[config.mk]
export PLATFORM = sky130hd
export DESIGN_NAME = alu_share_ctrl
export DESIGN_NICKNAME = d
export VERILOG_FILES = /design/src/rtl/alu_pkg.sv /design/src/rtl/alu_rr_arbiter.sv /design/src/rtl/alu_share_ctrl.sv
export SDC_FILE = /design/constraint.sdc
export NUM_CORES = 1
export LEC_CHECK = 0
export BUFFER_PORTS_ARGS = -buffer_cell sky130_fd_sc_hd__buf_4
export CAP_MARGIN = 15
export CORE_ASPECT_RATIO = 1.1
export CORE_MARGIN = 2
export CORE_UTILIZATION = 47
export CTS_CLUSTER_SIZE = 16
export DETAILED_ROUTE_END_ITERATION = 16
export GPL_ROUTABILITY_DRIVEN = 1
export GPL_TIMING_DRIVEN = 1
export PLACE_DENSITY = 0.84
export SETUP_SLACK_MARGIN = 0.05
export SYNTH_ARGS = -nofsm -noshare
export SYNTH_HDL_FRONTEND = slang
export SYNTH_HIERARCHICAL = 1
export SYNTH_SLANG_ARGS = --single-unit
[constraint.sdc]
create_clock -name i_clk -period 5.7 [get_ports i_clk]
set_input_delay 0.57 -clock i_clk [delete_from_list [all_inputs] [get_ports i_clk]]
set_output_delay 0.57 -clock i_clk [all_outputs]
set_load 0.02 [all_outputs]
[src/rtl/alu_pkg.sv]
// Shared definitions for the ALU-sharing controller: op codes, default widths, FSM states.
package alu_pkg;

  localparam int N_DEF = 2;
  localparam int M_DEF = 4;

  localparam logic [1:0] OP_SUB  = 2'b00;
  localparam logic [1:0] OP_COMP = 2'b01;
  localparam logic [1:0] OP_SUM  = 2'b10;
  localparam logic [1:0] OP_CONV = 2'b11;

  typedef enum logic [1:0] {
    IDLE  = 2'd0,
    ISSUE = 2'd1,
    WAIT  = 2'd2,
    RESP  = 2'd3
  } state_t;

endpackage

[src/rtl/alu_rr_arbiter.sv]
// 2-input request arbiter: round robin on rr, or fixed priority to requester 0 when
// ALU_SHARE_FIXED_PRIO_EN is defined. Purely combinational; grant is one-hot or zero.
module alu_rr_arbiter (
  input  logic [1:0] valid,
  input  logic       rr,
  input  logic       en,
  output logic [1:0] grant,
  output logic       idx
);

`ifdef ALU_SHARE_FIXED_PRIO_EN
  logic unused_rr;
  assign unused_rr = rr;

  always_comb begin
    grant = 2'b00;
    idx   = 1'b0;
    if (en) begin
      if (valid[0]) begin
        grant = 2'b01;
        idx   = 1'b0;
      end else if (valid[1]) begin
        grant = 2'b10;
        idx   = 1'b1;
      end
    end
  end
`else
  always_comb begin
    grant = 2'b00;
    idx   = 1'b0;
    if (en) begin
      if (valid[rr]) begin
        grant[rr] = 1'b1;
        idx       = rr;
      end else if (valid[~rr]) begin
        grant[~rr] = 1'b1;
        idx        = ~rr;
      end
    end
  end
`endif

endmodule

[src/rtl/alu_share_ctrl.sv]
// Shares one registered-output ALU between two requesters; accept->response is 3 cycles.
// Optional macro ALU_SHARE_FIXED_PRIO_EN selects fixed priority instead of round robin.
module alu_share_ctrl
  import alu_pkg::*;
#(
  parameter int N = N_DEF,
  parameter int M = M_DEF
) (
  input  logic           i_clk,
  input  logic           i_reset,
  input  logic [1:0]     i_req_valid,
  output logic [1:0]     o_req_ready,
  input  logic [2*N-1:0] i_req_op,
  input  logic [2*M-1:0] i_req_arg_A,
  input  logic [2*M-1:0] i_req_arg_B,
  output logic [1:0]     o_rsp_valid,
  input  logic [1:0]     i_rsp_ready,
  output logic [M-1:0]   o_rsp_result,
  output logic [3:0]     o_rsp_status,
  output logic [N-1:0]   o_alu_op,
  output logic [M-1:0]   o_alu_arg_A,
  output logic [M-1:0]   o_alu_arg_B,
  input  logic [M-1:0]   i_alu_result,
  input  logic [3:0]     i_alu_status,
  output logic           o_busy
);

  state_t       state, state_nxt;
  logic [1:0]   grant;
  logic         gidx;
  logic         rr;
  logic         hold_g;
  logic [N-1:0] hold_op;
  logic [M-1:0] hold_a, hold_b;
  logic [M-1:0] rsp_result;
  logic [3:0]   rsp_status;
  logic         arb_en;
  logic         accept;
  logic         rsp_done;

  // Gating with the reset keeps ready low while reset is held, even though state is IDLE.
  assign arb_en   = (state == IDLE) && i_reset;
  assign accept   = |(i_req_valid & grant);
  assign rsp_done = (state == RESP) && i_rsp_ready[hold_g];

  alu_rr_arbiter u_arb (
    .valid (i_req_valid),
    .rr    (rr),
    .en    (arb_en),
    .grant (grant),
    .idx   (gidx)
  );

`ifdef ALU_SHARE_FIXED_PRIO_EN
  assign rr = 1'b0;
`else
  always_ff @(posedge i_clk or negedge i_reset) begin
    if (!i_reset) begin
      rr <= 1'b0;
    end else if (rsp_done) begin
      rr <= ~hold_g;
    end
  end
`endif

  always_ff @(posedge i_clk or negedge i_reset) begin
    if (!i_reset) begin
      state <= IDLE;
    end else begin
      state <= state_nxt;
    end
  end

  always_comb begin
    state_nxt = state;
    case (state)
      IDLE:    if (accept) state_nxt = ISSUE;
      ISSUE:   state_nxt = WAIT;
      WAIT:    state_nxt = RESP;
      RESP:    if (rsp_done) state_nxt = IDLE;
      default: state_nxt = IDLE;
    endcase
  end

  always_ff @(posedge i_clk or negedge i_reset) begin
    if (!i_reset) begin
      hold_g  <= 1'b0;
      hold_op <= '0;
      hold_a  <= '0;
      hold_b  <= '0;
    end else if (accept) begin
      hold_g  <= gidx;
      hold_op <= gidx ? i_req_op[2*N-1:N]    : i_req_op[N-1:0];
      hold_a  <= gidx ? i_req_arg_A[2*M-1:M] : i_req_arg_A[M-1:0];
      hold_b  <= gidx ? i_req_arg_B[2*M-1:M] : i_req_arg_B[M-1:0];
    end
  end

  // The ALU registered its outputs at the end of ISSUE, so they are valid during WAIT.
  always_ff @(posedge i_clk or negedge i_reset) begin
    if (!i_reset) begin
      rsp_result <= '0;
      rsp_status <= '0;
    end else if (state == WAIT) begin
      rsp_result <= i_alu_result;
      rsp_status <= i_alu_status;
    end
  end

  assign o_req_ready  = grant;
  assign o_rsp_valid  = (state == RESP) ? (hold_g ? 2'b10 : 2'b01) : 2'b00;
  assign o_rsp_result = rsp_result;
  assign o_rsp_status = rsp_status;
  assign o_alu_op     = hold_op;
  assign o_alu_arg_A  = hold_a;
  assign o_alu_arg_B  = hold_b;
  assign o_busy       = (state != IDLE);

endmodule

# ---- After elaboration in Yosys (flattened, before gate mapping)
# Index checks and enable logic that the tools add are counted.
dict set report classes {
  add_sub_neg 0
  n_mul 0
  n_div 0
  magnitude_cmp 5
  n_eq_ne 5
  n_shift 0
  muxes 24
  bitwise 3
  reduce_logical 8
}
# op n
set op_table {}
lappend op_table {{$mux W2} 8}
lappend op_table {{$mux W1} 11}
lappend op_table {{$mux W4} 2}
lappend op_table {{$pmux W2 S4} 1}
lappend op_table {{$lt A1 B2 Y1 const B} 3}
lappend op_table {{$eq A2 B2 Y1 const B} 2}
lappend op_table {{$logic_and A1 B1 Y1} 4}
lappend op_table {{$ne A2 B2 Y1 const B} 2}
lappend op_table {{$and A2 B2 Y2} 1}
lappend op_table {{$demux W1 S1} 2}
lappend op_table {{$eq A2 B1 Y1 const B} 1}
lappend op_table {{$ge A1 B1 Y1 const B} 2}
lappend op_table {{$logic_not A2 Y1} 1}
lappend op_table {{$not A1 Y1} 2}
lappend op_table {{$reduce_and A2 Y1} 1}
lappend op_table {{$reduce_bool A2 Y1} 1}
lappend op_table {{$reduce_or A2 Y1} 1}
dict set report word_totals {
  regBits 22
  latchBits 0
  ramBits 0
  mem_bits_ro 0
  inputBits 34
  out_inout_bits 23
  wordCells 53
  n_memories 0
}

# ---- Longest topological paths before layout
# Gate-level depths: netlist of run 1.
dict set report logic_depth {
  depth_word 12
  ltp_mapped 10
  mapped_depth_nobuf 8
}

# ---- By module
# Netlist of run 1, hierarchy kept.
# module n_inst cells_each area_per_inst_um2 seq_area_each_um2
set modules_own_cells {}
lappend modules_own_cells {alu_share_ctrl 1 85 1026.0 550.5}
lappend modules_own_cells {alu_rr_arbiter 1 6 28.8 0.0}

# ---- Least setup slack after synthesis of run 1
# Ideal clock, no wire load.
dict set report synth_path {
  path_kind {flip-flop to flip-flop}
  from {register state[0]}
  to {register state[1]}
  t_arrival_ns 2.022
  slack_ns 3.553
  stages_incl_launch_ff 9
  path_buffers 0
  path_cell_list {dfrtp_1 -> inv_1 -> ha_1 -> and2_1 -> nand2_1 -> a21oi_1 -> a22oi_4 -> a22oi_2 -> mux2_4}
}
dict set report synth_via {
  elab_chain_cells 7
  word_cells_on_any_way 13
  classes_between {eq/ne (5); mux (2); bitwise (1); reduce/logical (5)}
}
# element line_no
set synth_lines {}
lappend synth_lines {{start: declaration} alu_share_ctrl.sv:28} ;# state_t state, state_nxt;
lappend synth_lines {{start signal: assignment} alu_share_ctrl.sv:70} ;# state <= state_nxt;
lappend synth_lines {{$logic_not A2 Y1} alu_share_ctrl.sv:42} ;# assign arb_en = (state == IDLE) && i_reset;
lappend synth_lines {{$logic_and A1 B1 Y1} alu_share_ctrl.sv:42}
lappend synth_lines {{net arb_en} alu_share_ctrl.sv:37} ;# logic arb_en;
lappend synth_lines {{$mux W2} alu_rr_arbiter.sv:32} ;# if (en) begin
lappend synth_lines {{net o_req_ready[0]} alu_share_ctrl.sv:12} ;# output logic [1:0] o_req_ready,
lappend synth_lines {{$and A2 B2 Y2} alu_share_ctrl.sv:43} ;# assign accept = |(i_req_valid & grant);
lappend synth_lines {{$reduce_or A2 Y1} alu_share_ctrl.sv:43}
lappend synth_lines {{$ne A2 B2 Y1 (no line)} --}
lappend synth_lines {{$reduce_and A2 Y1 (no line)} --}
# The timed path passes the listed nets, and every way through them passes these cells.
# A chain may end at the register's enable or synchronous reset.

# ---- Final worst setup path of run 1
dict set report layout_path {
  from {register state[1]}
  to {output port o_req_ready[1]}
}
dict set report layout_via {
  elab_chain_cells 3
}
# element line_no
set layout_lines {}
lappend layout_lines {{$logic_not A2 Y1} alu_share_ctrl.sv:42}
lappend layout_lines {{$logic_and A1 B1 Y1} alu_share_ctrl.sv:42}
lappend layout_lines {{net arb_en} alu_share_ctrl.sv:37}
lappend layout_lines {{$mux W2} alu_rr_arbiter.sv:32}
lappend layout_lines {{end: declaration} alu_share_ctrl.sv:12}
# The timed path passes the listed nets, and every way through them passes these cells.

==> results of run 1 <==
## cells by family (layout without fill, tap and decap cells)
group           count (synthesis)  count (layout)
compound gates                 17              17
fa+ha+maj                       3               3
buf+inv                         9              65
flops                          22              22
mux                            21              21
simple gates                   19              19
## placed cells by master (no fill, tap or decap), drive strengths merged, types with 2 or more instances in the layout
master   n
mux2    10
a21oi    3
ha       3
dfrtp   22
clkbuf   4
inv      4
a22oi    2
nand2   15
o21ai   11
buf     57
mux2i   11
and2     2
## power groups by stage
stage	registers (mW)	clock network, mW	logic (mW)
after floorplan	0.356	0	0.177
after global placement	0.279	0	0.410
after detailed placement	0.280	0	0.423
after CTS	0.278	0.0895	0.423
after global routing	0.288	0.0947	0.449
final	0.278	0.0858	0.416
## layout make-up
type	count	share of cell area, %
Timing Repair Buffer	57	28.03
Sequential cell	22	36.07
Tap cell	30	2.459
Clock buffer	4	2.377
Multi-Input combinational cell	60	30.08
Inverter	4	0.9836
## flip-flops by register name, summed over array words and instances (netlist names)
| register | count |
|---|---|
| o_rsp_result | 4 |
| o_alu_arg_B | 4 |
| o_alu_arg_A | 4 |
| rr | 1 |
| o_rsp_status | 4 |
| state | 2 |
| o_alu_op | 2 |
| hold_g | 1 |
## worst reg2reg max path: stages, from the launching register on
cell,delay [ns]
dfrtp_1,0.44
inv_1,0.08
ha_1,0.22
and2_1,0.18
nand2_1,0.08
a21oi_1,0.13
buf_4,0.26
a22oi_4,0.19
a22oi_2,0.28
mux2_4,0.32
## worst paths after layout
kind | slack (ns) | endpoint | startpoint | cells after the start
worst min-delay path | 0.12 | o_rsp_status[3]$_DFFE_PN0N_ | i_reset | 1
worst max-delay path | 3.22 | o_req_ready[1] | state[1]$_DFFE_PN0P_ | 7
min in group i_clk | 0.48 | o_rsp_status[3]$_DFFE_PN0N_ | i_alu_status[3] | 2
worst max register to register | 3.41 | state[1]$_DFFE_PN0P_ | state[1]$_DFFE_PN0P_ | 9
max in group asynchronous | 5.37 | o_alu_arg_B[0]$_DFFE_PN0P_ | i_reset | 1
worst min register to register | 0.50 | o_alu_op[1]$_DFFE_PN0P_ | o_alu_op[1]$_DFFE_PN0P_ | 2
## layer usage
layer | wire length [um] | track usage (%) | vias to the layer above
met4 | 50 | 11.43 | 0
met2 | 1092 | 33.78 | 44
li1 | - | - | 421
met1 | 874 | 19.96 | 401
met3 | 191 | 5.000 | 5
met5 | 0 | 0 | -
## through the flow
step	setup WS, ns	hold slack (ns)	std cells	power, mW
final	3.222	0.1194	177	0.7801
after global routing	3.096	0.1164	177	0.8316
after CTS	3.193	0.1201	177	0.7910
after detailed placement	3.290	0.4755	173	0.7036
after global placement	3.386	0.4666	173	0.6887
after floorplan	3.553	0.2744	91	0.5328
==> impl_metrics.toml, run 1 <==
[status]
status = "finished, final reports clean"

[pwr]
peakVddDrop_mv = 0.3063
power_density_nw_per_um2 = 511.0
power.internal_mw = 0.4782
switchingPower_mw = 0.3019
swShare_pct = 38.70
power_frac_seq_pct = 35.7
comb_power_share_pct = 53.3
power_frac_clock_pct = 11.0
power.leakage_nw = 0.7751

[yosys]
synth_fa_ha_area_share_pct = 3.559
synth-edff-count = 0
syn-instance-count = 91
synth_top_family_by_area = "multiplexers"
synth-main-ff-cell = "dfrtp_1"
synth_top_cells_by_area = "dfrtp_1 (52%), mux2i_1 (10%), mux2_2 (9.6%)"
ys_warn_count = 6
ys_ff_latch = 22
synth_xor_area_share_pct = 0
yosysMostFrequentCell = "dfrtp_1"
synth_top_area_cell = "dfrtp_1"
synth_common_cells = "dfrtp_1 (22), nand2_1 (15), mux2i_1 (11), o21ai_0 (11), mux2_2 (9)"
synthMuxAreaShare_pct = 21.47
synthArstFlopShare_pct = 100.0
synth_compound_area_share_pct = 10.68
synth_cell_type_count = 19
synth.top_cell.area_share_pct = 52.19
syn_nets = 128
postSynthAreaPerCell_um2 = 11.59
yosys.area_share.simple_pct = 7.829
synthesis.area_um2 = 1055
yosysSeqAreaShare_pct = 52.19

[global_routing]
grt_max_degree = 24
grt_pass1_vias = 869
grt_pass1_wl_um = 3622
grt_overflow = 0
antenna_found_initial = 0
grt_usage_pct = 18.73

[critical_path]
max_stage_delay_ns = 0.44
cp_cell_sequence = "inv_1 > ha_1 > and2_1 > nand2_1 > a21oi_1 > buf_4 > buf_4"
cp.arrival_ns = 1.91
required_ns = 5.13
crit_family = "buffers and inverters"
cp_num_buf_inv = 3
cpMostUsedCell = "buf_4"
worstPathMaxFanout = 13
cpMaxStageDelayCell = "dfrtp_1"
path_class = "reg2out"
endpoint_kind = "output port"
cp-start-kind = "flop"

[sta]
max-slew-margin-rel_pct = 66.20
fmax_ghz = 0.4036
worstMarginPinSlew_ns = 0.5071
setup_viol = 0
finalSetupTns_ns = 0
final.min_clock_period_ns = 2.478
hold_viol_final = 0
rsz0062_at_grt = "no"
maxSlewViolCount = 0
fin_crit_sh_pct = 43.47
skew_ns = 0.002661

[clock_tree]
cts_sinks = 22
cts_tree = "yes"
clkTransAtPathRegs_ns = 0.12
postCtsHoldBufs = 0
cts-root-buf = "clkbuf_4"
cts_resized = 0
worstSkewPairLatency_ns = 0.31
postCtsSetupBuffers = 0
htreeDepth = 1
cts_made_buffers = 3
cts.path.max_buffers = 2

[hold_path]
hold_class = "in2async"

[layout]
fill_cells = 184
antenna_cells = 0
seq_area_um2 = 550.5
multi_input_area_um2 = 459.2
post-route-util_pct = 69.87
finalInstanceArea_um2 = 1526
layout.nets = 185
drive_gt1_share_pct = 51.02
area_growth_pct = 44.72

[floorplan]
die_w_um = 49.17
rows = 18
ioPinCount = 57
initial_core_util_pct = 48.28
dieArea_um2 = 2640
fp.dieH_um = 53.69
core-area_um2 = 2185

[route]
vias_per_cell = 4.921
vias = 871
detail_route.wirelength_um = 2210
post_drt_wl_per_cell_um = 12.49
drtIter0Drc = 0
ant_nets = 0
route.detailed.drc = 0
first_pass_iters = 1

[place]
place_hpwl_um = 1730
place.gp.congestion = 0.6881
post_dp_cell_area_um2 = 1490
io_buffers = 56

[flow_run]
maxCapViolCount = 0
Note: power is estimated with default switching activity, not from simulation.
==> run 2: changes to the inputs <==
CORE_UTILIZATION = 43   (was 47)
PLACE_DENSITY = 0.77   (was 0.84)
clock period = 2.4 ns   (was 5.7 ns; I/O delays follow)
==> run 2 against run 1 <==
  * Global-route usage is 1.7 points lower
  * Count of clock-buffer cells in the layout fell by 1
  * Routed wire length is 1.3% higher
  * Final cell count increased by 1.1%
  * Die area rose by 8.6%
  * Clock power grew to 3.2 times the previous value
  * Register-to-register slack got worse by 3.2 ns
  * Power is 150% higher
  * Combinational power up 140%
  * First-iteration DRC count increased by 5
  * Critical path type is now reg2reg
  * Largest cell class unchanged
==> impl_metrics.toml, run 2 (synthesized netlist as in run 1, its figures left out) <==
[pwr]
power_density_nw_per_um2 = 1238
peakVddDrop_mv = 0.6278
fin_total_pwr_mw = 1.937
power.leakage_nw = 0.7906

[critical_path]
reg2regPathDepth = 8
worstPathMaxFanout = 22
cp.arrival_ns = 2.41
r2r_slack_ns = 0.19
crit_end = "state[1]$_DFFE_PN0P_"
path_class = "reg2reg"
setup.worst_path.start = "state[0]$_DFFE_PN0P_"
r2r-start = "state[0]$_DFFE_PN0P_"
required_ns = 2.60
endpoint_kind = "flop"
r2r_end = "state[1]$_DFFE_PN0P_"
cp-start-kind = "flop"

[layout]
fill_cells = 189
layout.nets = 187
area_growth_pct = 48.28
antenna_cells = 0
finalInstanceArea_um2 = 1564
post-route-util_pct = 68.08
final_cell_mix = "buf_4 (58), dfrtp_1 (22), nand2_1 (15)"
drive_gt1_share_pct = 51.68
layout_commonest_cell = "buf_4"

[route]
ant_nets = 0
drtIter0Drc = 5
detail_route.wirelength_um = 2239
post_drt_wl_per_cell_um = 12.51
vias_per_cell = 4.838
route.detailed.drc = 0
dr_wl_met2_um = 1053
dr_wl_met3_um = 240
first_pass_iters = 2
vias = 866
wl_met1_um = 927
top_layer_used = "met4"

[global_routing]
antenna_found_initial = 0
grt_max_degree = 23
grt_pass1_wl_um = 3677
grt_pass1_vias = 869
grt_overflow = 0
grt_usage_pct = 16.99

[sta]
rsz0062_at_grt = "no"
worstMarginPinSlew_ns = 0.5083
fmax_ghz = 0.4515
fin_crit_sh_pct = 92.29
skew_ns = 0.002541
maxSlewViolCount = 0
finalSetupTns_ns = 0
max-slew-margin-rel_pct = 66.11
hold_viol_final = 0
final.min_clock_period_ns = 2.215
finalWorstSetupSlack_ns = 0.1851
setup_viol = 0

[clock_tree]
cts-root-buf = "clkbuf_4"
htreeDepth = 1
cts_made_buffers = 3
worstSkewPairLatency_ns = 0.30
cts.path.max_buffers = 2
clkTransAtPathRegs_ns = 0.12
cts_sinks = 22
cts_tree = "yes"
postCtsSetupBuffers = 0

[floorplan]
core-area_um2 = 2297
rows = 18
ioPinCount = 57
initial_core_util_pct = 45.92
fp.dieH_um = 55.95
dieArea_um2 = 2866
die_w_um = 51.22

[place]
io_buffers = 56
dp_slack_ns = 0.2350
place.gp.congestion = 0.7900
place_hpwl_um = 1788
post_dp_cell_area_um2 = 1498

[hold_path]
hold_class = "in2reg"

[flow_run]
maxCapViolCount = 0

[status]
status = "finished, final reports clean"
run 2: cell count changes in the layout (fill, tap and decap cells not counted), sizes merged:
cell         delta
clkbuf          -1
bufinv          +1
buf             +1
dlygate4sd3     +1
run 2: worst min path at each step:
stage               startpoint                     endpoint  cells after the start
2_1_floorplan          i_reset           hold_g$_DFFE_PN0P_                      0
3_3_place_gp           i_reset               rr$_DFFE_PN0P_                      2
3_5_place_dp           i_reset               rr$_DFFE_PN0P_                      2
4_1_cts        i_alu_result[1]  o_rsp_result[1]$_DFFE_PN0N_                      2
5_1_grt        i_alu_result[1]  o_rsp_result[1]$_DFFE_PN0N_                      2
6_report       i_alu_status[2]  o_rsp_status[2]$_DFFE_PN0N_                      2
run 2: critical path, stage by stage, from the launching register on:
cell,delay [ns]
dfrtp_1,0.42
inv_1,0.09
ha_1,0.24
and2_1,0.17
nand2_1,0.06
a21oi_1,0.27
a22oi_4,0.24
a22oi_2,0.29
mux2_4,0.32
run 2: per-layer routing:
metal,vias up,global-route usage [%]
li1,425,-
met4,0,7.143
met1,389,20.88
met2,50,27.46
met5,-,0
met3,2,5.108
run 2: final cells by class:
class                   count  area [um^2]  share of cell area (%)
clock buffers               3        22.52                   1.440
inverters                   4        15.01                  0.9600
repair buffers             59        445.4                   28.48
clock inverters             1        30.03                   1.920
well taps                  30        37.54                   2.400
flip-flops and latches     22        550.5                   35.20
multi-input cells          60        462.9                   29.60
run 2: timing repair:
item,4_1_cts,5_1_grt
gates resized for setup,0,1
setup endpoints to repair,0,1
hold buffers,1,0
hold endpoints to repair,22,0
run 2: power by group:
group / internal (mW) / switching (mW) / total [mW]
Clock: 0.169 / 0.109 / 0.278
Sequential: 0.552 / 0.110 / 0.662
Combinational: 0.493 / 0.503 / 0.997
Total: 1.21 / 0.723 / 1.94
run 2: per-stage QoR:
| step | cells | hold WS, ns |
|---|---|---|
| global placement | 174 | 0.2367 |
| detailed placement | 174 | 0.2353 |
| floorplan | 91 | -0.05559 |
| finish | 179 | 0.1630 |
| global route | 179 | 0.1386 |
| CTS | 179 | 0.1471 |
